--- src/rtl/microwave_pkg.sv ---
// Shared state encodings, BCD limits and MM:SS arithmetic helpers for the cook timer.
package microwave_pkg;

    typedef enum logic [2:0] {
        ST_IDLE  = 3'd0,
        ST_SET   = 3'd1,
        ST_RUN   = 3'd2,
        ST_PAUSE = 3'd3,
        ST_DONE  = 3'd4
    } state_e;

    typedef struct packed {
        logic [3:0] min_t;
        logic [3:0] min_o;
        logic [3:0] sec_t;
        logic [3:0] sec_o;
    } mmss_t;

    localparam logic [3:0] BCD_MAX    = 4'd9;
    localparam logic [3:0] SEC_WRAP_T = 4'd5;
    localparam mmss_t      MM_SS_MAX  = mmss_t'{4'd9, 4'd9, 4'd5, 4'd9};

    // One-second decrement done digit by digit with borrow, so an entered 00:90 runs 90 s.
    function automatic mmss_t bcd_dec(input mmss_t c);
        mmss_t r;
        r = c;
        if (c.sec_o != 4'd0) begin
            r.sec_o = c.sec_o - 4'd1;
        end else if (c.sec_t != 4'd0) begin
            r.sec_t = c.sec_t - 4'd1;
            r.sec_o = BCD_MAX;
        end else if ((c.min_t != 4'd0) || (c.min_o != 4'd0)) begin
            r.sec_t = SEC_WRAP_T;
            r.sec_o = BCD_MAX;
            if (c.min_o != 4'd0) begin
                r.min_o = c.min_o - 4'd1;
            end else begin
                r.min_o = BCD_MAX;
                r.min_t = c.min_t - 4'd1;
            end
        end
        return r;
    endfunction

    // Adds 30 s; seconds (which may exceed 59 from keypad entry) fold into minutes, saturating at 99:59.
    function automatic mmss_t bcd_add30(input mmss_t c);
        logic [7:0] s;
        logic [7:0] m;
        mmss_t      r;
        s = 8'(c.sec_t) * 8'd10 + 8'(c.sec_o) + 8'd30;
        m = 8'(c.min_t) * 8'd10 + 8'(c.min_o);
        if (s >= 8'd120) begin
            s = s - 8'd120;
            m = m + 8'd2;
        end else if (s >= 8'd60) begin
            s = s - 8'd60;
            m = m + 8'd1;
        end
        if (m > 8'd99) begin
            r = MM_SS_MAX;
        end else begin
            r = mmss_t'{4'(m / 8'd10), 4'(m % 8'd10), 4'(s / 8'd10), 4'(s % 8'd10)};
        end
        return r;
    endfunction

endpackage

--- src/rtl/cook_timer_if.sv ---
// Keypad, control and display bundle between the timer and its surroundings.
// COOK_TIMER_ADD30_EN adds the add30 strobe.
interface cook_timer_if;
    logic       clearn;
    logic       digit_valid;
    logic [3:0] digit;
    logic       mag_on;
`ifdef COOK_TIMER_ADD30_EN
    logic       add30;
`endif
    logic [3:0] min_t;
    logic [3:0] min_o;
    logic [3:0] sec_t;
    logic [3:0] sec_o;
    logic       timer_done;
    logic       running;

`ifdef COOK_TIMER_ADD30_EN
    modport master (output clearn, digit_valid, digit, mag_on, add30,
                    input  min_t, min_o, sec_t, sec_o, timer_done, running);
    modport slave  (input  clearn, digit_valid, digit, mag_on, add30,
                    output min_t, min_o, sec_t, sec_o, timer_done, running);
`else
    modport master (output clearn, digit_valid, digit, mag_on,
                    input  min_t, min_o, sec_t, sec_o, timer_done, running);
    modport slave  (input  clearn, digit_valid, digit, mag_on,
                    output min_t, min_o, sec_t, sec_o, timer_done, running);
`endif
endinterface

--- src/rtl/cook_tick_gen.sv ---
// One-second prescaler: counts 0..CLK_HZ-1 while enabled, holds otherwise, tick on the last count.
module cook_tick_gen #(
    parameter int CLK_HZ = 1000
) (
    input  logic clk,
    input  logic resetn,
    input  logic clr,
    input  logic en,
    output logic tick
);

    localparam int            W    = $clog2(CLK_HZ);
    localparam logic [W-1:0]  LAST = W'(CLK_HZ - 1);

    logic [W-1:0] cnt_q;

    assign tick = en && (cnt_q == LAST);

    // NOTE: state registers use non-blocking assignments and clear on the async reset edge.
    always_ff @(posedge clk or negedge resetn) begin
        if (!resetn) begin
            cnt_q <= '0;
        end else if (clr) begin
            cnt_q <= '0;
        end else if (en) begin
            cnt_q <= tick ? '0 : cnt_q + W'(1);
        end
    end

endmodule

--- src/rtl/cook_timer.sv ---
// Cook-time MM:SS countdown: keypad entry, 1 s countdown while mag_on, timer_done at 00:00.
// COOK_TIMER_ADD30_EN enables the +30 s strobe.
module cook_timer
    import microwave_pkg::*;
#(
    parameter int CLK_HZ = 1000
) (
    input  logic        clk,
    input  logic        resetn,
    cook_timer_if.slave bus
);

    state_e state_q;
    mmss_t  cnt_q;
    logic   done_q;
    logic   run_q;

    logic   tick;
    logic   tick_en;
    logic   clr;
    logic   entry_ok;
    logic   add_hit;
    mmss_t  dec_cnt;
    mmss_t  tick_cnt;
    mmss_t  entry_base;
    mmss_t  entry_cnt;
    mmss_t  add_cnt;

    assign clr     = !bus.clearn;
    assign tick_en = (state_q == ST_RUN);

    cook_tick_gen #(.CLK_HZ(CLK_HZ)) u_tick_gen (
        .clk    (clk),
        .resetn (resetn),
        .clr    (clr),
        .en     (tick_en),
        .tick   (tick)
    );

    // NOTE: every always_comb output gets a value on every path, so no latches appear.
    always_comb begin
        dec_cnt    = bcd_dec(cnt_q);
        tick_cnt   = tick ? dec_cnt : cnt_q;
        entry_ok   = bus.digit_valid && (bus.digit <= BCD_MAX)
                     && (state_q inside {ST_IDLE, ST_SET, ST_DONE});
        entry_base = (state_q == ST_DONE) ? '0 : cnt_q;
        entry_cnt  = mmss_t'{entry_base.min_o, entry_base.sec_t, entry_base.sec_o, bus.digit};
`ifdef COOK_TIMER_ADD30_EN
        add_hit    = bus.add30;
        add_cnt    = bcd_add30(tick_cnt);
`else
        add_hit    = 1'b0;
        add_cnt    = tick_cnt;
`endif
    end

    always_ff @(posedge clk or negedge resetn) begin
        if (!resetn) begin
            state_q <= ST_IDLE;
            cnt_q   <= '0;
            done_q  <= 1'b0;
            run_q   <= 1'b0;
        end else if (clr) begin
            state_q <= ST_IDLE;
            cnt_q   <= '0;
            done_q  <= 1'b0;
            run_q   <= 1'b0;
        end else begin
            case (state_q)
                ST_IDLE, ST_SET, ST_DONE: begin
                    if (entry_ok) begin
                        cnt_q   <= entry_cnt;
                        state_q <= (entry_cnt == '0) ? ST_IDLE : ST_SET;
                        done_q  <= 1'b0;
                    end else if (add_hit) begin
                        cnt_q  <= add_cnt;
                        done_q <= 1'b0;
                        if ((state_q == ST_SET) && bus.mag_on) begin
                            state_q <= ST_RUN;
                            run_q   <= 1'b1;
                        end else begin
                            state_q <= ST_SET;
                        end
                    end else if ((state_q == ST_SET) && bus.mag_on) begin
                        state_q <= ST_RUN;
                        run_q   <= 1'b1;
                    end
                end
                ST_RUN: begin
                    cnt_q <= add_hit ? add_cnt : tick_cnt;
                    // Reaching zero wins over a simultaneous mag_on drop.
                    if (tick && (dec_cnt == '0) && !add_hit) begin
                        state_q <= ST_DONE;
                        done_q  <= 1'b1;
                        run_q   <= 1'b0;
                    end else if (!bus.mag_on) begin
                        state_q <= ST_PAUSE;
                        run_q   <= 1'b0;
                    end
                end
                ST_PAUSE: begin
                    if (add_hit) begin
                        cnt_q <= add_cnt;
                    end
                    if (bus.mag_on) begin
                        state_q <= ST_RUN;
                        run_q   <= 1'b1;
                    end
                end
                default: begin
                    state_q <= ST_IDLE;
                    cnt_q   <= '0;
                    done_q  <= 1'b0;
                    run_q   <= 1'b0;
                end
            endcase
        end
    end

    assign bus.min_t      = cnt_q.min_t;
    assign bus.min_o      = cnt_q.min_o;
    assign bus.sec_t      = cnt_q.sec_t;
    assign bus.sec_o      = cnt_q.sec_o;
    assign bus.timer_done = done_q;
    assign bus.running    = run_q;

endmodule

--- src/flat_wrapper.sv ---
// flat-port wrapper written by rule: the top's interface ports become plain ports
module cook_timer_flat import microwave_pkg::*;
#(
    parameter int CLK_HZ = 1000
)
  (clk, resetn, bus_clearn, bus_digit_valid, bus_digit, bus_mag_on, bus_min_t, bus_min_o, bus_sec_t, bus_sec_o, bus_timer_done, bus_running);
  cook_timer_if bus_i ();
  input  logic clk;
  input  logic resetn;
  input wire logic [$bits(bus_i.clearn)-1:0] bus_clearn;
  input wire logic [$bits(bus_i.digit_valid)-1:0] bus_digit_valid;
  input wire logic [$bits(bus_i.digit)-1:0] bus_digit;
  input wire logic [$bits(bus_i.mag_on)-1:0] bus_mag_on;
  output wire logic [$bits(bus_i.min_t)-1:0] bus_min_t;
  output wire logic [$bits(bus_i.min_o)-1:0] bus_min_o;
  output wire logic [$bits(bus_i.sec_t)-1:0] bus_sec_t;
  output wire logic [$bits(bus_i.sec_o)-1:0] bus_sec_o;
  output wire logic [$bits(bus_i.timer_done)-1:0] bus_timer_done;
  output wire logic [$bits(bus_i.running)-1:0] bus_running;
  assign bus_i.clearn = bus_clearn;
  assign bus_i.digit_valid = bus_digit_valid;
  assign bus_i.digit = bus_digit;
  assign bus_i.mag_on = bus_mag_on;
  assign bus_min_t = bus_i.min_t;
  assign bus_min_o = bus_i.min_o;
  assign bus_sec_t = bus_i.sec_t;
  assign bus_sec_o = bus_i.sec_o;
  assign bus_timer_done = bus_i.timer_done;
  assign bus_running = bus_i.running;
  cook_timer #(.CLK_HZ(CLK_HZ)) u_core (.clk(clk), .resetn(resetn), .bus(bus_i));
endmodule
--- config.mk ---
export PLATFORM = sky130hd
export DESIGN_NAME = cook_timer_flat
export DESIGN_NICKNAME = d
export VERILOG_FILES = /design/src/rtl/microwave_pkg.sv /design/src/rtl/cook_timer_if.sv /design/src/rtl/cook_tick_gen.sv /design/src/rtl/cook_timer.sv /design/src/flat_wrapper.sv
export SDC_FILE = /design/constraint.sdc
export NUM_CORES = 1
export LEC_CHECK = 0
export CAP_MARGIN = 20
export CORE_UTILIZATION = 26
export CTS_CLUSTER_SIZE = 30
export DETAILED_ROUTE_END_ITERATION = 8
export SKIP_LAST_GASP = 1
export SLEW_MARGIN = 25
export SYNTH_ARGS = -nofsm -noshare
export SYNTH_HDL_FRONTEND = slang
export SYNTH_SLANG_ARGS = --single-unit
--- constraint.sdc ---
create_clock -name clk -period 4.59 [get_ports clk]
set_input_delay 0.918 -clock clk [delete_from_list [all_inputs] [get_ports clk]]
set_output_delay 0.918 -clock clk [all_outputs]
set_load 0.01 [all_outputs]
==> results.ini <==
[timing]
hold_viol_final=0
max_clock_freq_ghz=0.3250
setup_violations=0
relSlewSlack_pct=44.83
drv_slew=0
fin_crit_ns=3.077
tns_ns=0
max_slew.worst_pin.slew_ns=0.8245
fin_crit_sh_pct=67.04
fin_worst_skew_ns=0.004061
hold_ws_ns=0.5104
rsz0062_at_grt=no
layout_setup_ws_ns=1.513

[routing]
drt_pass1_iterations=4
wirelength_um=6402
drc=0
viasPerCell=5.485
ant_nets=0
drt_iter0_markers=124
vias=2238
wire_per_inst_um=15.69

[logic_synthesis]
syn_inst=287
yosys-top-cells-area=dfrtp_1, nand2_1, o21ai_0
synth_seq_cells=31
synth_edf_count=0
synth_area_per_cell_um2=7.926
yosys_warnings=0
syn-num-nets=300
ys_seq_area_share_pct=34.10
yosysTopAreaCell=dfrtp_1
yosysTopAreaCellShare_pct=34.10
synthArstFlopShare_pct=100.0
ys.flop_type=dfrtp_1
ys_types=58
syn-cell-area_um2=2275

[floorplan]
die_h_um=95.54
rows=33
die-area_um2=9127
core_area_um2=8341
ios=27
start_util_pct=27.27
die_w_um=95.54

[finish]
drive_above_1_share_pct=5.281
seq_area_um2=775.7
final_net_count=315
antennaDiodeCount=0
multi_input_area_um2=1363
area_growth_pct=17.77
final_common_cell=nand2_1
final_cell_mix=nand2_1, dfrtp_1, clkdlybuf4s50_1, nor2_1, o21ai_0
nFillCells=884

[setup_path]
timing.reg2reg.setup_slack_ns=1.51
critPathMaxStageDelay_ns=0.52
crit_path_max_fanout=11
critPathLaunchType=register
cpMaxStageDelayCell=dfrtp_1
worstPathArrival_ns=3.30
crit_required_ns=4.81
regToRegStartpoint=u_core.bus.sec_o[0]$_DFFE_PN0P_
end_kind=register
rr_worst_depth=8
crit_chain=inv_1 -> ha_1 -> or3b_1 -> nor4_1 -> mux2_1 -> a2111oi_4 -> and4b_4 -> o2111a_1
worstReg2RegEnd=u_core.bus.timer_done$_DFFE_PN0P_
critPathKind=register to register

[global_route]
grt_pass1_vias=2110
grt_antenna_before_repair=0
grt_pass1_wl_um=11100
grt-ovfl-total=0
groute.usage.overall_pct=15.85
grt_max_degree=32

[min_path]
hold_class=register to register
hold_path_end=u_core.u_tick_gen.cnt_q[9]$_DFFE_PN0P_
hold_start=u_core.u_tick_gen.cnt_q[9]$_DFFE_PN0P_
min_path_cells=1

[place]
place_congestion=0.8098
dp_hpwl_um=4594
io_buffers=26
dp_slack_ns=1.350

[pwr]
ir_drop_mv=0.1602
power.density_nw_per_um2=281.8
power_leakage_nw=1.052

[clock_tree]
postCtsSetupBuffers=0
cts_sinks=31
cts.root.buffer_cell=clkbuf_8
cts_tree=done
insertion_delay_ns=0.29
numCtsBuffers=5
htreeDepth=2
clk_path_buf_depth=2
cts.clk_slew.worst_paths_ns=0.06
ctsResizeCount=0
postCtsHoldBufs=0

[run_status]
status=finished, final reports clean

[job]
maxCapViolations=0

[logic make-up after synthesis]
kind of cell | after synthesis | share of synthesized area (%)
fa+ha+maj | 4 | 2.200
xor+xnor | 2 | 0.7702
flops | 31 | 34.10
mux | 5 | 2.365
simple gates | 119 | 27.72
buf+inv | 33 | 5.996
compound gates | 93 | 26.84
[worst max-delay path by stage]
stage          slack [ns]                       startpoint                           endpoint
5_1_grt              1.27  u_core.bus.sec_o[0]$_DFFE_PN0P_  u_core.bus.timer_done$_DFFE_PN0P_
3_3_place_gp         1.46                       bus_clearn    u_core.bus.min_o[3]$_DFFE_PN0P_
6_report             1.51  u_core.bus.sec_o[0]$_DFFE_PN0P_  u_core.bus.timer_done$_DFFE_PN0P_
3_5_place_dp         1.35                       bus_clearn    u_core.bus.min_t[1]$_DFFE_PN0P_
4_1_cts              1.50  u_core.bus.sec_o[0]$_DFFE_PN0P_  u_core.bus.timer_done$_DFFE_PN0P_
2_1_floorplan        1.77  u_core.bus.sec_o[0]$_DFFE_PN0P_      u_core.state_q[0]$_DFFE_PN0P_
[registers in the layout, summed over array words and instances, names as in the netlist]
register                 cells
u_core.bus.min_t             4
u_core.state_q               3
u_core.bus.timer_done        1
u_core.bus.running           1
u_core.bus.sec_o             4
u_core.bus.min_o             4
u_core.u_tick_gen.cnt_q     10
u_core.bus.sec_t             4
[worst max-delay path: cells and delay by family (launching register included)]
kind / cells / cell delay [ns]
fa+ha+maj: 1 / 0.32
compound gates: 2 / 0.57
buf+inv: 1 / 0.11
mux: 1 / 0.41
simple gates: 3 / 1.08
flops: 1 / 0.52
[layout make-up]
class,count,share of cell area (%)
Timing Repair Buffer,29,10.56
Multi-Input combinational cell,223,50.86
Clock buffer,7,2.849
Inverter,12,1.681
Tap cell,105,4.904
Sequential cell,31,28.96
Clock inverter,1,0.1868
[metrics by stage]
| step | util, % | cell area, µm² | cells | total power [W] |
|---|---|---|---|---|
| finish | 32.12 | 2679 | 408 | 0.0007550 |
| global route | 32.12 | 2679 | 408 | 0.0008040 |
| CTS | 32.12 | 2679 | 408 | 0.0007648 |
| detailed placement | 31.14 | 2597 | 400 | 0.0005522 |
| global placement | 31.14 | 2597 | 400 | 0.0005503 |
| floorplan | - | 2275 | 287 | 0.0004704 |
[routing by layer]
layer	global-route usage [%]	vias to the layer above	wire, µm
li1	-	1098	-
met1	22.22	1068	3083
met2	24.58	63	2934
met3	3.110	9	283
met4	4.602	0	100
met5	0	-	0
[cell usage after synthesis (all sizes together), types with 2 or more instances]
cell / n
nor2b: 4
or3: 2
a22o: 3
nor3: 12
a2bb2oi: 2
o21ai: 36
and2: 2
a31oi: 6
ha: 4
mux2: 3
or4: 2
nand2: 35
mux2i: 2
nor3b: 4
a22oi: 10
nand2b: 3
and3: 4
or2: 3
nand3: 6
dfrtp: 31
nand4: 5
o31ai: 2
o311ai: 2
buf: 5
inv: 12
clkbuf: 16
a21oi: 16
or3b: 4
a31o: 3
nor2: 22
a2111oi: 2
nor4: 7
[report_power, final]
group / switching [W] / internal (W) / total (W)
sequential: 0.0000368 / 0.000286 / 0.000323
combinational: 0.000126 / 0.0000984 / 0.000225
clock: 0.000101 / 0.000106 / 0.000207
Power figures use the tool's default switching activity.
==> variant 1: new RTL, config.mk and constraints unchanged <==
`CLK_HZ` is set to 1000 in 3 places; all go to 500.
--- a/src/rtl/cook_tick_gen.sv
+++ b/src/rtl/cook_tick_gen.sv
@@ -1,5 +1,5 @@
 // One-second prescaler: counts 0..CLK_HZ-1 while enabled, holds otherwise, tick on the last count.
 module cook_tick_gen #(
-    parameter int CLK_HZ = 1000
+    parameter int CLK_HZ = 500
 ) (
     input  logic clk,
--- a/src/rtl/cook_timer.sv
+++ b/src/rtl/cook_timer.sv
@@ -4,5 +4,5 @@
     import microwave_pkg::*;
 #(
-    parameter int CLK_HZ = 1000
+    parameter int CLK_HZ = 500
 ) (
     input  logic        clk,
--- a/src/flat_wrapper.sv
+++ b/src/flat_wrapper.sv
@@ -2,5 +2,5 @@
 module cook_timer_flat import microwave_pkg::*;
 #(
-    parameter int CLK_HZ = 1000
+    parameter int CLK_HZ = 500
 )
   (clk, resetn, bus_clearn, bus_digit_valid, bus_digit, bus_mag_on, bus_min_t, bus_min_o, bus_sec_t, bus_sec_o, bus_timer_done, bus_running);
Check against the original RTL: same outputs for any inputs over 10 cycles, from zero or initial values and one cycle with resetn low; that may be too few to reach the edited logic, so the function may still have changed.
==> variant 1 against the original RTL <==
- sequential cell count is 1 lower
- design area is 3.7% lower
- power is 1.0% higher
- routed wire length is 11% lower
- setup slack better by 0.23 ns
- clock skew is 0.0065 ns higher
- cell count is 6.4% lower
- area after synthesis is 5.4% lower
==> variant 1: results (changes against the original RTL) <==
| Metric | Value |
|---|---|
| Cell Count Post-Placement | 374 (-6.5%) |
| Synth Area in Adders | 2.326% (+0.13 points) |
| Layout cells sized above 1 | 9.286% (+4.0 points) |
| Compound-cell area share of the yosys netlist | 24.71% (-2.1 points) |
| Worst vdd ir | 0.09901 mV (-38%) |
| Final nets | 292 (-7.3%) |
| Worst reg2reg setup slack | 1.83 ns (+0.32 ns) |
| Slew @ Worst Pin | 0.9032 ns (+0.07869 ns) |
| WHS Endpoint | u_core.u_tick_gen.cnt_q[8]$_DFFE_PN0P_ |
| Gpl congestion | 0.7831 (-3.3%) |
| Commonest cells in the synthesized netlist | 32 x nand2_1, 30 x dfrtp_1, 24 x nor2_1 |
| Final hold slack | 0.5041 ns (-0.006341 ns) |
| Leak pwr | 0.9781 nW (-7.1%) |
| GRT met3 Usage | 3.008% (-0.10 points) |
| Seq/Total Area, Yosys | 34.88% (+0.78 points) |
| Initial DRC count | 125 (+0.81%) |
| Number of flip-flops under the largest register name | 9 (-1) |
| Root Driver | clkbuf_8 |
| Placed Area | 2487 um^2 (-4.2%) |
| Hold Startpoint | u_core.u_tick_gen.cnt_q[8]$_DFFE_PN0P_ |
| Largest cells by area after synthesis | dfrtp_1 35%, nand2_1 5.6%, o21ai_0 4.7% |
| Pre-CTS setup slack | 1.483 ns (+0.1332 ns) |
| Reg2reg end | u_core.state_q[2]$_DFFE_PN0P_ |
| Max FO, Critical Path | 17 (+6) |
| Multiplexer share of the synthesized area | 2.907% (+0.54 points) |
| Fillcell total | 838 (-5.2%) |
| First-pass GRT wire length | 9591 um (-14%) |
| Synth Area in XOR/XNOR | 1.221% (+0.45 points) |
| All-Layer GR Usage | 14.07% (-1.8 points) |
| R2R depth | 8 (unchanged) |
| Clock Skews | 0.01052 ns (+0.006463 ns) |
| Data arrival time of the worst path | 2.98 ns (-0.32 ns) |
| Met1 Usage GRT | 19.05% (-3.2 points) |
| Synth top area share | 34.88% (+0.78 points) |
| Vias | 2071 (-7.5%) |
| Worst r2r src | u_core.bus.sec_t[0]$_DFFE_PN0P_ |
| Vias in the first global route | 1884 (-11%) |
| Detailed Place HPWL | 4080 um (-11%) |
| Syn avg cell area | 8.407 um^2 (+6.1%) |
| Biggest register | u_core.u_tick_gen.cnt_q |
| Met2 wire length | 2664 um (-9.2%) |
| Largest net degree at the start of global routing | 31 (-3.1%) |
| GRT met2 Usage | 22.67% (-1.9 points) |
| Syn_nets | 269 (-10%) |
| Wire length per cell | 14.84 um (-5.5%) |
| Met1 wire length | 2549 um (-17%) |
| Status | complete, no violations |
| Routed WL | 5667 um (-11%) |
| Clock-pin slew on the worst setup and hold paths | 0.07 ns |
| Slew Viols, Final | 0 (unchanged) |
| DR WL met3 | 363 um (+28%) |
-- variant 1: how the worst max path moves through the flow --
stage	start	endpoint	slack (ns)	depth (start not counted)
4_1_cts	bus_digit[1]	u_core.bus.min_o[2]$_DFFE_PN0P_	1.77	8
3_5_place_dp	bus_digit[1]	u_core.bus.min_o[2]$_DFFE_PN0P_	1.48	8
3_3_place_gp	bus_digit[1]	u_core.bus.min_o[1]$_DFFE_PN0P_	1.51	8
2_1_floorplan	u_core.bus.sec_o[0]$_DFFE_PN0P_	u_core.state_q[2]$_DFFE_PN0P_	2.20	9
5_1_grt	bus_digit[1]	u_core.bus.sec_t[1]$_DFFE_PN0P_	1.60	8
6_report	bus_digit[3]	u_core.bus.min_o[2]$_DFFE_PN0P_	1.74	8
-- variant 1: worst max-delay path, stage by stage --
cell and delay (ns):
clkdlybuf4s50_1 0.53, o21ai_0 0.14, nand2_1 0.15, nor2_1 0.09, a211oi_2 0.15, buf_4 0.25
nand2b_1 0.54, o21ai_0 0.21
-- variant 1: report_power, final --
part           total [mW]  internal, mW  switching, mW
Sequential          0.317         0.279         0.0380
Clock               0.220         0.121         0.0993
Combinational       0.226        0.0999          0.126
Total               0.763         0.500          0.263
-- variant 1: final cells by class --
| cell class | instances | area [um^2] | area share, % |
|---|---|---|---|
| tap | 102 | 127.6 | 4.949 |
| inverter | 9 | 33.78 | 1.310 |
| clock inverter | 1 | 5.005 | 0.1941 |
| sequential | 30 | 750.7 | 29.11 |
| clock buffer | 7 | 86.33 | 3.348 |
| multi-input combinational | 205 | 1300 | 50.41 |
| timing repair buffer | 28 | 275.3 | 10.67 |
==> variant 2: new RTL, same settings <==
Made on the original files. Reset style: synchronous (`resetn`), changed in 2 clocked blocks. Comments in the files are not updated.
--- a/src/rtl/cook_tick_gen.sv
+++ b/src/rtl/cook_tick_gen.sv
@@ -18,5 +18,5 @@
 
     // NOTE: state registers use non-blocking assignments and clear on the async reset edge.
-    always_ff @(posedge clk or negedge resetn) begin
+    always_ff @(posedge clk) begin
         if (!resetn) begin
             cnt_q <= '0;
--- a/src/rtl/cook_timer.sv
+++ b/src/rtl/cook_timer.sv
@@ -55,5 +55,5 @@
     end
 
-    always_ff @(posedge clk or negedge resetn) begin
+    always_ff @(posedge clk) begin
         if (!resetn) begin
             state_q <= ST_IDLE;
Behaviour: differs if resetn is asserted again (counterexample within 4 cycles, from zero or initial values and one cycle with resetn low); with resetn held inactive, the same outputs for 10 cycles.
==> variant 2 against the original RTL <==
- sequential cell count did not move
- worst hold slack got worse by 0.0015 ns
- count of clock-buffer cells in the layout fell by 1
- routed wire length fell by 11%
- area after synthesis fell by 7.8%
- combinational power fell by 38%
- design area fell by 6.2%
- fmax rose by 19%
- power fell by 14%
- highest routed layer unchanged
- setup slack improved by 0.48 ns
- via count fell by 6.8%
- sequential share of layout area fell by 4.3 points
==> variant 2: results (changes against the original RTL) <==
| Metric | Value |
|---|---|
| Area Growth Syn to Fin | 19.81% |
| First-pass GRT wire length | 9170 um (-17%) |
| Sequential share of cell area | 24.70% (-4.3 points) |
| Syn avg cell area | 7.738 um^2 (-2.4%) |
| Clk cell area share | 3.486% (+0.45 points) |
| Final hold slack | 0.5089 ns (-0.001513 ns) |
| Pre-CTS setup slack | 1.422 ns (+0.07211 ns) |
| Compound-cell area share of the yosys netlist | 30.01% (+3.2 points) |
| Wire length per cell | 14.65 um (-6.6%) |
| Clock net power | 0.218 mW (+5%) |
| Multiplexer share of the synthesized area | 2.088% (-0.28 points) |
| Max stage delay cell, worst path | or4_4 |
| Cell Count Post-Placement | 380 (-5.0%) |
| Commonest cells in the synthesized netlist | 31 x dfxtp_1, 23 x a21oi_1, 22 x nor2_1 |
| Max FO, Critical Path | 9 (-2) |
| Inverters | 10 (-2) |
| Detailed Place HPWL | 4070 um (-11%) |
| Non-clk buf share | 10.66% (+0.10 points) |
| Cell family with most CP delay | simple AND/OR/NAND/NOR gates |
| Routed WL | 5671 um (-11%) |
| Largest net degree at the start of global routing | 33 (+3.1%) |
| Leak pwr | 0.8157 nW (-22%) |
| Final instance area | 2512 um^2 (-6.2%) |
| Largest cells by area after synthesis | dfxtp_1 30%, a21oi_1 5.5%, o21ai_0 4.5% |
| Gpl congestion | 0.8125 (+0.33%) |
| Number of flip-flops under the largest register name | 10 (unchanged) |
| Worst vdd ir | 0.08235 mV (-49%) |
| Via-to-Cell Ratio | 5.390 (-1.7%) |
| Met1 wire length | 2743 um (-11%) |
| Fillcell total | 825 (-6.7%) |
| Placed Area | 2412 um^2 (-7.1%) |
| All-Layer GR Usage | 13.50% (-2.3 points) |
| Sequential share of power | 44.8% (+2.0 points) |
| Setup slack after layout | 1.997 ns (+0.4844 ns) |
| Met1 Usage GRT | 17.95% (-4.3 points) |
| Slew @ Worst Pin | 0.8917 ns (+0.06719 ns) |
| Seq/Total Area, Yosys | 29.59% (-4.5 points) |
| Clock Buffer Count | 6 (-1) |
| Initial DRC count | 137 (+10%) |
| Yosys cell types | 57 (-1.7%) |
| Seq. pwr | 0.290 mW (-10%) |
| #MultiIn Comb | 210 (-5.8%) |
| GRT met3 Usage | 1.824% (-1.3 points) |
| Layout cells sized above 1 | 8.772% (+3.5 points) |
| Synth Area in Adders | 2.387% (+0.19 points) |
| GRT met2 Usage | 22.31% (-2.3 points) |
| Status | complete, no violations |
| Final nets | 298 (-5.4%) |
| Worst-Skew Late Latency | 0.29 ns (about the same) |
| Post-synth ARST share | 0% (-100 points) |
| Clock Skews | 0.01009 ns (+0.006027 ns) |
| Met2 wire length | 2662 um (-9.3%) |
-- variant 2: cell count changes in the layout (fill, tap and decap cells not counted), sizes merged, moves of 5 or more --
cell   change
dfrtp     -31
nand4      +5
dfxtp     +31
o31ai      +7
o41ai      +5
o21ai     -12
a21oi      +7
nand2     -16
-- variant 2: final timing paths --
kind,startpoint,depth (start not counted),endpoint
setup / recovery,u_core.bus.sec_o[0]$_SDFFE_PN0P_,7,u_core.bus.running$_SDFFE_PN0P_
hold / removal,u_core.u_tick_gen.cnt_q[0]$_SDFFE_PN0P_,2,u_core.u_tick_gen.cnt_q[0]$_SDFFE_PN0P_
hold reg to reg,u_core.u_tick_gen.cnt_q[0]$_SDFFE_PN0P_,2,u_core.u_tick_gen.cnt_q[0]$_SDFFE_PN0P_
setup reg to reg,u_core.bus.sec_o[0]$_SDFFE_PN0P_,7,u_core.bus.running$_SDFFE_PN0P_
